File: src/rtl/cpu_test_pkg.sv
`default_nettype none
// +--------------------------------------------------------------------+
// | cpu_test_pkg: shared state encoding, token defaults, width helper  |
// | Rev 1.0                                                            |
// +--------------------------------------------------------------------+
package cpu_test_pkg;

  typedef enum logic [2:0] {
    ST_IDLE = 3'd0,
    ST_LOAD = 3'd1,
    ST_RUN  = 3'd2,
    ST_READ = 3'd3,
    ST_DONE = 3'd4
  } state_e;

  localparam logic [7:0] c_start_tok = 8'hFE;
  localparam logic [7:0] c_end_tok   = 8'hFF;

  // Ceiling log2, never below 1 so a degenerate depth still yields a legal vector.
  function automatic int clog2_w(input int n);
    int w;
    w = 1;
    while ((1 << w) < n) w++;
    return w;
  endfunction

endpackage
`default_nettype wire

File: src/rtl/seq_buf.sv
`default_nettype none
// +--------------------------------------------------------------------+
// | seq_buf: flop array, synchronous write, asynchronous read          |
// | Rev 1.0                                                            |
// +--------------------------------------------------------------------+
module seq_buf
  import cpu_test_pkg::*;
#(
  parameter int DEPTH = 16,
  parameter int W     = 8
) (
  input  logic                        clk_i,
  input  logic                        we_i,
  input  logic [clog2_w(DEPTH)-1:0]   waddr_i,
  input  logic [W-1:0]                wdata_i,
  input  logic [clog2_w(DEPTH)-1:0]   raddr_i,
  output logic [W-1:0]                rdata_o
);

  // No reset: contents must survive a sequencer reset.
  logic [W-1:0] r_mem [DEPTH];

  always_ff @(posedge clk_i) begin
    if (we_i) r_mem[waddr_i] <= wdata_i;
  end

  assign rdata_o = r_mem[raddr_i];

endmodule
`default_nettype wire

File: src/rtl/cpu_test_sequencer.sv
`default_nettype none
// +--------------------------------------------------------------------+
// | cpu_test_sequencer: streams a program into the CPU, waits, then    |
// | reads every vector lane back and checks it against a golden image  |
// | Rev 1.0                                                            |
// +--------------------------------------------------------------------+
module cpu_test_sequencer
  import cpu_test_pkg::*;
#(
  parameter int                DATA_W     = 8,
  parameter int                LANES      = 4,
  parameter int                ADDR_W     = 5,
  parameter int                NUM_WORDS  = 16,
  parameter int                PROG_DEPTH = 256,
  parameter int                START_ADDR = 8,
  parameter logic [DATA_W-1:0] START_TOK  = DATA_W'(c_start_tok),
  parameter logic [DATA_W-1:0] END_TOK    = DATA_W'(c_end_tok)
) (
  input  logic                                   clk_i,
  input  logic                                   rst_n,
  input  logic                                   start_i,
  input  logic [clog2_w(PROG_DEPTH):0]           prog_len_i,
  input  logic [15:0]                            run_cycles_i,
  input  logic                                   prog_we_i,
  input  logic [clog2_w(PROG_DEPTH)-1:0]         prog_addr_i,
  input  logic [DATA_W-1:0]                      prog_data_i,
  input  logic                                   gold_we_i,
  input  logic [clog2_w(NUM_WORDS*LANES)-1:0]    gold_addr_i,
  input  logic [DATA_W-1:0]                      gold_data_i,
  output logic [DATA_W-1:0]                      instr_o,
  output logic                                   data_or_reg_o,
  output logic [ADDR_W-1:0]                      address_o,
  output logic [clog2_w(LANES)-1:0]              vout_addr_o,
  input  logic [DATA_W-1:0]                      value_i,
  output logic                                   busy_o,
  output logic                                   done_o,
  output logic                                   pass_o,
  output logic [clog2_w(NUM_WORDS*LANES+1)-1:0]  err_cnt_o,
  output logic [clog2_w(NUM_WORDS*LANES)-1:0]    first_err_idx_o,
  output logic [DATA_W-1:0]                      first_err_val_o
);

  localparam int c_pa = clog2_w(PROG_DEPTH);
  localparam int c_g  = NUM_WORDS * LANES;
  localparam int c_ga = clog2_w(c_g);
  localparam int c_ew = clog2_w(c_g + 1);
  localparam int c_lw = clog2_w(LANES);

  localparam logic [ADDR_W-1:0] c_addr0   = ADDR_W'(START_ADDR);
  localparam logic [c_lw-1:0]   c_lane0   = c_lw'(LANES - 1);
  localparam logic [c_ga-1:0]   c_last    = c_ga'(c_g - 1);
  localparam logic [c_ew-1:0]   c_err_max = '1;

  state_e           r_state;
  logic [c_pa:0]    r_len;
  logic [c_pa+1:0]  r_j;
  logic [15:0]      r_run;
  logic [15:0]      r_cnt;
  logic [c_ga-1:0]  r_idx;

  logic              w_idle;
  logic [c_pa+1:0]   w_len_x;
  logic [DATA_W-1:0] w_prog_rd;
  logic [DATA_W-1:0] w_gold_rd;
  logic              w_mismatch;
  logic [c_ew-1:0]   w_err_next;

  assign w_idle        = (r_state == ST_IDLE) || (r_state == ST_DONE);
  assign w_len_x       = {1'b0, r_len};
  assign data_or_reg_o = 1'b1;

  seq_buf #(
    .DEPTH (PROG_DEPTH),
    .W     (DATA_W)
  ) u_prog_buf (
    .clk_i   (clk_i),
    .we_i    (prog_we_i && w_idle),
    .waddr_i (prog_addr_i),
    .wdata_i (prog_data_i),
    .raddr_i (r_j[c_pa-1:0]),
    .rdata_o (w_prog_rd)
  );

  seq_buf #(
    .DEPTH (c_g),
    .W     (DATA_W)
  ) u_gold_buf (
    .clk_i   (clk_i),
    .we_i    (gold_we_i && w_idle),
    .waddr_i (gold_addr_i),
    .wdata_i (gold_data_i),
    .raddr_i (r_idx),
    .rdata_o (w_gold_rd)
  );

  assign w_mismatch = (value_i != w_gold_rd);

  always_comb begin
    w_err_next = err_cnt_o;
    if (w_mismatch && (err_cnt_o != c_err_max)) w_err_next = err_cnt_o + c_ew'(1);
  end

  always_ff @(posedge clk_i or negedge rst_n) begin
    if (!rst_n) begin
      r_state         <= ST_IDLE;
      r_len           <= '0;
      r_j             <= '0;
      r_run           <= '0;
      r_cnt           <= '0;
      r_idx           <= '0;
      instr_o         <= '0;
      address_o       <= c_addr0;
      vout_addr_o     <= c_lane0;
      busy_o          <= 1'b0;
      done_o          <= 1'b0;
      pass_o          <= 1'b0;
      err_cnt_o       <= '0;
      first_err_idx_o <= '0;
      first_err_val_o <= '0;
    end else begin
      case (r_state)
        ST_IDLE, ST_DONE: begin
          if (start_i) begin
            r_state         <= ST_LOAD;
            r_len           <= prog_len_i;
            r_run           <= run_cycles_i;
            r_j             <= '0;
            r_cnt           <= '0;
            r_idx           <= '0;
            instr_o         <= START_TOK;
            address_o       <= c_addr0;
            vout_addr_o     <= c_lane0;
            busy_o          <= 1'b1;
            done_o          <= 1'b0;
            pass_o          <= 1'b0;
            err_cnt_o       <= '0;
            first_err_idx_o <= '0;
            first_err_val_o <= '0;
          end
        end

        // r_j is the index of the byte currently on instr_o, tokens included.
        ST_LOAD: begin
          r_j <= r_j + (c_pa+2)'(1);
          if (r_j < w_len_x) begin
            instr_o <= w_prog_rd;
          end else if (r_j == w_len_x) begin
            instr_o <= END_TOK;
          end else begin
            instr_o <= '0;
            r_state <= (r_run == 16'd0) ? ST_READ : ST_RUN;
          end
        end

        ST_RUN: begin
          r_cnt <= r_cnt + 16'd1;
          if (r_cnt == r_run - 16'd1) r_state <= ST_READ;
        end

        ST_READ: begin
          err_cnt_o <= w_err_next;
          if (w_mismatch && (err_cnt_o == '0)) begin
            first_err_idx_o <= r_idx;
            first_err_val_o <= value_i;
          end
          if (r_idx == c_last) begin
            r_state <= ST_DONE;
            busy_o  <= 1'b0;
            done_o  <= 1'b1;
            pass_o  <= (w_err_next == '0);
          end else begin
            r_idx <= r_idx + c_ga'(1);
            // Lanes count down; the word address steps when the lane wraps.
            if (vout_addr_o == '0) begin
              vout_addr_o <= c_lane0;
              address_o   <= address_o + ADDR_W'(1);
            end else begin
              vout_addr_o <= vout_addr_o - c_lw'(1);
            end
          end
        end

        default: r_state <= ST_IDLE;
      endcase
    end
  end

endmodule
`default_nettype wire

File: config.mk
export PLATFORM = sky130hd
export DESIGN_NAME = cpu_test_sequencer
export DESIGN_NICKNAME = d
export VERILOG_FILES = /design/src/rtl/cpu_test_pkg.sv /design/src/rtl/seq_buf.sv /design/src/rtl/cpu_test_sequencer.sv
export SDC_FILE = /design/constraint.sdc
export NUM_CORES = 2
export LEC_CHECK = 0
export CAP_MARGIN = 20
export CORE_AREA = 2 2 514 516
export DETAILED_ROUTE_END_ITERATION = 7
export DIE_AREA = 0 0 516 518
export SYNTH_ARGS = -nofsm -noshare
export SYNTH_HDL_FRONTEND = slang
export SYNTH_SLANG_ARGS = --single-unit
File: constraint.sdc
create_clock -name clk_i -period 3.4 [get_ports clk_i]
set_input_delay 0.85 -clock clk_i [delete_from_list [all_inputs] [get_ports clk_i]]
set_output_delay 0.85 -clock clk_i [all_outputs]
set_load 0.01 [all_outputs]
# After elaboration in Yosys (flattened, before gate mapping)
# Memories as Yosys holds them, arrays and structs flattened.
# Cells that the tools add are included.
# totals
reg_bits	99
mem_bits_rw	2560
out_inout_bits	40
mem_count	2
# mem_list
name	words	width	rd	rd_clocked_by_memory_dff	wr	line	rtl
u_prog_buf.r_mem	256	8	1	0	1	seq_buf.sv:21	logic [W-1:0] r_mem [DEPTH];
u_gold_buf.r_mem	64	8	1	0	1	seq_buf.sv:21	
# classes
add_sub_neg	7
order_cmp	1
eq_ne	17
muxes	46
n_reduce_logical	23
# ops
operator	n
$mux W8	5
$pmux W16 S2	1
$pmux W8 S2	2
$pmux W6 S2	2
$pmux W10 S2	1
$mux W6	3
$add A16 B1 Y16 const B	1
$eq A16 B16 Y1	1
$logic_not A16 Y1	1
$mux W16	1
$ne A2 B2 Y1 const B	8
$sub A16 B1 Y16 const B	1
$mux W3	5
$mux W5	3
$logic_not A7 Y1	2
$mux W7	2
$pmux W7 S2	1
$pmux W3 S4	1
$add A10 B1 Y10 const B	1
$eq A10 B9 Y1	1
$lt A10 B9 Y1	1
$mux W1	10
$mux W10	1
$pmux W5 S2	1
other kinds (23)	38

# Longest topological paths before layout
# An unclocked memory read counts as a cell.
# logic_depth
ltp_word	7
ltp_mapped	18
ltp_nobuf	13

# Hierarchy
# From an unflattened synthesis, not the netlist that was laid out.
# unflattened
cells_unflattened	5245
hier_area_um2	104621.6
# modules_own_cells
module	instances	cells_each	area_per_inst_um2	seq_area_each_um2
seq_buf at u_prog_buf	1	3725	79396.1	61499.0
seq_buf at u_gold_buf	1	932	20006.7	15374.7
cpu_test_sequencer	1	588	5218.8	2481.1

# Least setup slack after synthesis
# No wires, ideal clock.
# synth_timing
kind	flip-flop to flip-flop
startpoint	reg r_j[0]
endpoint	reg instr_o[6]
setup_ns	0.121
arrival_ns	3.485
t_required_ns	3.279
slack_ns	-0.206
path_stages_with_launch	10
path_buffers	3
synth_period_minus_slack_ns	3.606
cell_sequence	dfrtp_1 > clkbuf_1 > clkbuf_1 > buf_1 > mux4_2 > mux4_2 > mux4_2 > mux4_2 > and3_1 > o22a_1
# synth_via
elab_chain_cells	4
# synth_rtl
item	line	rtl
start, declared	cpu_test_sequencer.sv:56	logic [c_pa+1:0] r_j;
start signal, assigned	cpu_test_sequencer.sv:144	r_j <= r_j + (c_pa+2)'(1);
branches (longest 2 deep; another with $mem_v2 Z256 W8)	-	
$mux W8 *	cpu_test_sequencer.sv:145	if (r_j < w_len_x) begin
$pmux W8 S2 *	cpu_test_sequencer.sv:121	case (r_state)
end signal, assigned	cpu_test_sequencer.sv:146	instr_o <= w_prog_rd;
end, declared	cpu_test_sequencer.sv:30	output logic [DATA_W-1:0] instr_o,
# Mark *: on every way between the ends.
# A chain may end at the register's enable or synchronous reset.

# Final worst setup path
# layout_timing
startpoint	reg r_j[0]
endpoint	reg instr_o[2]
# Same word-level chain as after synthesis.

==> load_flow_metrics.sql <==
INSERT INTO impl_metrics (metric_group, metric, value, unit) VALUES
('synth', 'primary_ff_master_synth', 'sky130_fd_sc_hd__edfxtp_1', ''),
('die', 'initial_utilization', '39.81', '%'),
('setup_path', 'crit_family', 'multiplexers', ''),
('setup_path', 'start_kind', 'register', ''),
('timing', 'grt_setup_unrepaired', 'yes', ''),
('global_routing', 'gr-usage-met2', '32.02', '%'),
('drt', 'wire_per_inst', '27.43', 'um'),
('setup_path', 'worst_path_depth', '10', ''),
('timing', 'slew_viol_final', '0', ''),
('synth', 'ys_warn_count', '0', ''),
('setup_path', 'regToRegEndpoint', 'instr_o[2]$_DFFE_PN0P_', ''),
('drt', 'drc', '0', ''),
('min_path', 'min_to', 'u_gold_buf.r_mem[40][1]$_DFFE_PP_', ''),
('placement', 'number_of_input_and_output_port_buffers_inserted', '106', ''),
('power_and_ir_drop', 'power.static_leakage', '40.67', 'nW'),
('placement', 'dpl_worst_slack', '-0.9050', 'ns'),
('global_routing', 'global_route_wire_length_before_repair', '378.7', 'mm'),
('synth', 'synth_async_sr_flop_share', '3.723', '%'),
('global_routing', 'global_route.peak_usage_layer', 'met2', ''),
('timing', 'slew_at_the_pin_with_the_worst_max_slew_slack', '0.9393', 'ns'),
('cells_and_area', 'final_layout_size_suffix_gt1_share', '34.51', '%'),
('clocking', 'cts-root-to-sink-buffers', '4', ''),
('timing', 'clock_skew', '0.1114', 'ns'),
('timing', 'setup_tns_final', '-4.696', 'ns'),
('setup_path', 'critical-path-top-cell-by-count', 'sky130_fd_sc_hd__mux4_2', ''),
('synth', 'synth_cell_type_count', '63', ''),
('status', 'violations', 'negative setup slack', ''),
('global_routing', 'globalRouteTotalUtil', '19.30', '%'),
('clocking', 'clkSinkCount', '2659', ''),
('drt', 'initialDrtViolationCount', '5297', ''),
('global_routing', 'via_count_of_the_first_global_routing_pass', '54030', ''),
('min_path', 'hp-class', 'input pin to register', ''),
('global_routing', 'maximum_number_of_pins_on_one_net_before_global_route_repair', '119', ''),
('setup_path', 'cpPeakStageDelay', '0.59', 'ns'),
('timing', 'report.final.hold_viol_count', '0', ''),
('clocking', 'clkSlewWorstSetupHoldPaths', '0.06', 'ns'),
('die', 'num_rows', '188', ''),
('setup_path', 'rr_worst_depth', '10', ''),
('setup_path', 'worstPathCellList', 'buf_12 > buf_12 > clkbuf_16 > buf_16 > mux4_2 > mux4_2 > mux4_2 > mux4_2 > and3_4 > o22a_1', ''),
('synth', 'yosys_register_bits', '2659', ''),
('timing', 'setup-violations-final', '28', ''),
('setup_path', 'crit_fanout', '9', ''),
('global_routing', 'grt_overflow', '0', ''),
('status', 'result_of_the_run', 'finished, violations left', ''),
('die', 'fp.dieArea', '0.2673', 'sq mm'),
('timing', 'final_critical_path_setup_slack', '-0.3482', 'ns'),
('synth', 'count_of_flip_flops_with_a_built_in_enable_after_synthesis', '2560', ''),
('power_and_ir_drop', 'irDropWorstVdd', '534.8', 'uV'),
('die', 'floorplan.die.height', '518', 'um'),
('synth', 'avgSynthCellArea', '21.41', 'sq um'),
('timing', 'timing.max_slew.rel_slack', '37.38', '%'),
('min_path', 'hold-path-cell-count', '1', ''),
('setup_path', 'timing.reg2reg.setup_slack', '-0.35', 'ns'),
('placement', 'routabilityCongestion', '0.8086', ''),
('cells_and_area', 'num-fill-cells', '21440', ''),
('clocking', 'clock_insertion_delay_worst_skew', '0.98', 'ns'),
('die', 'chipWidth', '516', 'um'),
('drt', 'via_count', '52240', ''),
('clocking', 'cts_htree_levels', '5', ''),
('synth', 'number_of_instances_in_the_synthesized_netlist', '4863', ''),
('synth', 'synthesis.nets', '4948', ''),
('synth', 'sequential_element_share_of_the_synthesized_area', '76.22', '%'),
('clocking', 'tritoncts_clock_tree', 'yes', ''),
('synth', 'syn-cell-area', '0.1041', 'sq mm'),
('drt', 'antenna_left', '0', ''),
('placement', 'hpwl', '163.6', 'mm'),
('global_routing', 'groute.layer.met3.usage', '2.848', '%'),
('power_and_ir_drop', 'report.power.total', '92.57', 'mW'),
('clocking', 'tritoncts.num_buffers', '294', ''),
('setup_path', 'critical_path_buf_inv_count', '4', ''),
('cells_and_area', 'num-nets-final', '5853', '');
## logic make-up after synthesis
group,synth area share (%)
DFF,76.22
muxes,17.56
and+or+nand+nor,2.740
buffers and inverters,1.313
AOI/OAI and AO/OA,1.682
xor gates and xnor gates,0.2776
adders and majority gates,0.2043
other,0.003602
## metal layers
layer	routed length [um]	vias up
met4	6737	4
met1	107700	28080
met3	15390	388
li1	-	22050
met5	24	-
met2	130300	1717
## registers in the layout, summed over array words and instances (netlist names), 7 cells and up
register and flops:
err_cnt_o 7, first_err_val_o 8, instr_o 8, r_cnt 16, r_j 10, r_len 9
r_run 16, u_gold_buf.r_mem 512, u_prog_buf.r_mem 2048
## placed cells by master, fill, tap and decap left out, types with 9 or more instances in the layout
cell type,n
sky130_fd_sc_hd__edfxtp_1,2560
sky130_fd_sc_hd__mux4_2,743
sky130_fd_sc_hd__buf_4,633
sky130_fd_sc_hd__nor2_1,367
sky130_fd_sc_hd__clkbuf_16,312
sky130_fd_sc_hd__nand2_1,146
sky130_fd_sc_hd__mux2i_1,146
sky130_fd_sc_hd__buf_12,107
sky130_fd_sc_hd__clkdlybuf4s50_1,89
sky130_fd_sc_hd__dfrtp_1,88
sky130_fd_sc_hd__clkbuf_1,57
sky130_fd_sc_hd__o21ai_0,54
sky130_fd_sc_hd__clkinv_1,48
sky130_fd_sc_hd__a21oi_1,40
sky130_fd_sc_hd__clkinv_2,39
sky130_fd_sc_hd__inv_1,36
sky130_fd_sc_hd__nand3_1,36
sky130_fd_sc_hd__a221oi_1,22
sky130_fd_sc_hd__and3_1,21
sky130_fd_sc_hd__nand4_1,20
sky130_fd_sc_hd__xnor2_1,18
sky130_fd_sc_hd__o21ai_1,17
sky130_fd_sc_hd__a21oi_2,17
sky130_fd_sc_hd__ha_1,17
sky130_fd_sc_hd__buf_16,17
sky130_fd_sc_hd__o221ai_1,16
sky130_fd_sc_hd__bufinv_16,16
sky130_fd_sc_hd__o221ai_2,15
sky130_fd_sc_hd__clkinvlp_4,14
sky130_fd_sc_hd__buf_6,14
sky130_fd_sc_hd__clkbuf_8,13
sky130_fd_sc_hd__nor2b_1,12
sky130_fd_sc_hd__a221oi_2,12
sky130_fd_sc_hd__nor3_1,11
sky130_fd_sc_hd__xor2_1,11
sky130_fd_sc_hd__inv_6,10
sky130_fd_sc_hd__nand3_2,9
## worst register-to-register path: stages (launching register included)
cell,delay (ns)
sky130_fd_sc_hd__dfrtp_4,0.42
sky130_fd_sc_hd__buf_12,0.20
sky130_fd_sc_hd__buf_12,0.16
sky130_fd_sc_hd__clkbuf_16,0.16
sky130_fd_sc_hd__buf_16,0.15
sky130_fd_sc_hd__mux4_2,0.52
sky130_fd_sc_hd__mux4_2,0.57
sky130_fd_sc_hd__mux4_2,0.60
sky130_fd_sc_hd__mux4_2,0.49
sky130_fd_sc_hd__and3_4,0.19
sky130_fd_sc_hd__o22a_1,0.16
## cells in the mapped netlist, drive strengths merged (4+ instances only)
library cell     n  area share [%]
a21oi           61            0.29
o21a             8           0.058
buf            117            0.58
xor2            11           0.093
a31oi            6           0.036
nor2b           13           0.078
nand3           45            0.22
nor2           374             1.3
inv             37            0.13
and2             7           0.042
mux4           743              16
a22oi            8           0.058
mux2i          154             1.5
o21ai           72            0.35
nand4           20            0.12
or3              4           0.024
nand3b           6           0.043
xnor2           22            0.19
ha              17            0.20
nand2          150            0.54
o22a             7           0.059
nor3            11           0.053
o221ai          31            0.26
a221oi          36            0.30
edfxtp        2560              74
dfrtp           96             2.3
o31ai            6           0.043
o211ai           7           0.050
and3            26            0.16
clkbuf         167            0.60
## stage by stage
step / std cells / area, sq um / utilization, %
after floorplan: 4863 / 104200 / -
after global placement: 8940 / 115500 / 44.14
after detailed placement: 8940 / 115500 / 44.14
after CTS: 9461 / 125200 / 47.88
after global routing: 9485 / 125900 / 48.12
final: 9486 / 125900 / 48.13
## how the worst max path moves through the flow
| stage | startpoint | endpoint | slack (ns) |
|---|---|---|---|
| 2_1_floorplan | r_j[1]$_DFFE_PN0P_ | instr_o[6]$_DFFE_PN0P_ | -0.01 |
| 5_1_grt | r_j[0]$_DFFE_PN0P_ | instr_o[5]$_DFFE_PN0P_ | -0.37 |
| 6_report | r_j[0]$_DFFE_PN0P_ | instr_o[2]$_DFFE_PN0P_ | -0.35 |
| 3_3_place_gp | r_idx[0]$_DFFE_PN0P_ | pass_o$_DFFE_PN0P_ | -1.03 |
| 3_5_place_dp | r_idx[0]$_DFFE_PN0P_ | pass_o$_DFFE_PN0P_ | -0.90 |
| 4_1_cts | r_j[0]$_DFFE_PN0P_ | instr_o[2]$_DFFE_PN0P_ | -0.32 |
## power by group
group          internal, mW  total, mW  switching, mW
clock                  17.5       30.0           12.5
sequential             36.4       37.0          0.603
combinational          13.1       25.6           12.5
total                  67.0       92.6           25.6
## area by class of cell
| class | count | area [sq um] | area share, % |
|---|---|---|---|
| Sequential cell | 2659 | 79380 | 63.06 |
| Multi-Input combinational cell | 1883 | 24020 | 19.08 |
| Timing Repair Buffer | 893 | 8976 | 7.131 |
| Clock buffer | 365 | 7843 | 6.230 |
| Tap cell | 3515 | 4398 | 3.494 |
| Clock inverter | 132 | 1121 | 0.8906 |
| Inverter | 37 | 138.9 | 0.1103 |
| Antenna cell | 2 | 5.005 | 0.003976 |
## repair_timing
action	CTS	global route
resized for setup	103	59
pin swaps	21	26
hold buffers	1	0
endpoints found under the hold margin	24	0
setup buffers	24	17
cloned	6	10
endpoints found under the setup margin	30	31
No activity file was read; power rests on OpenSTA's default activity.
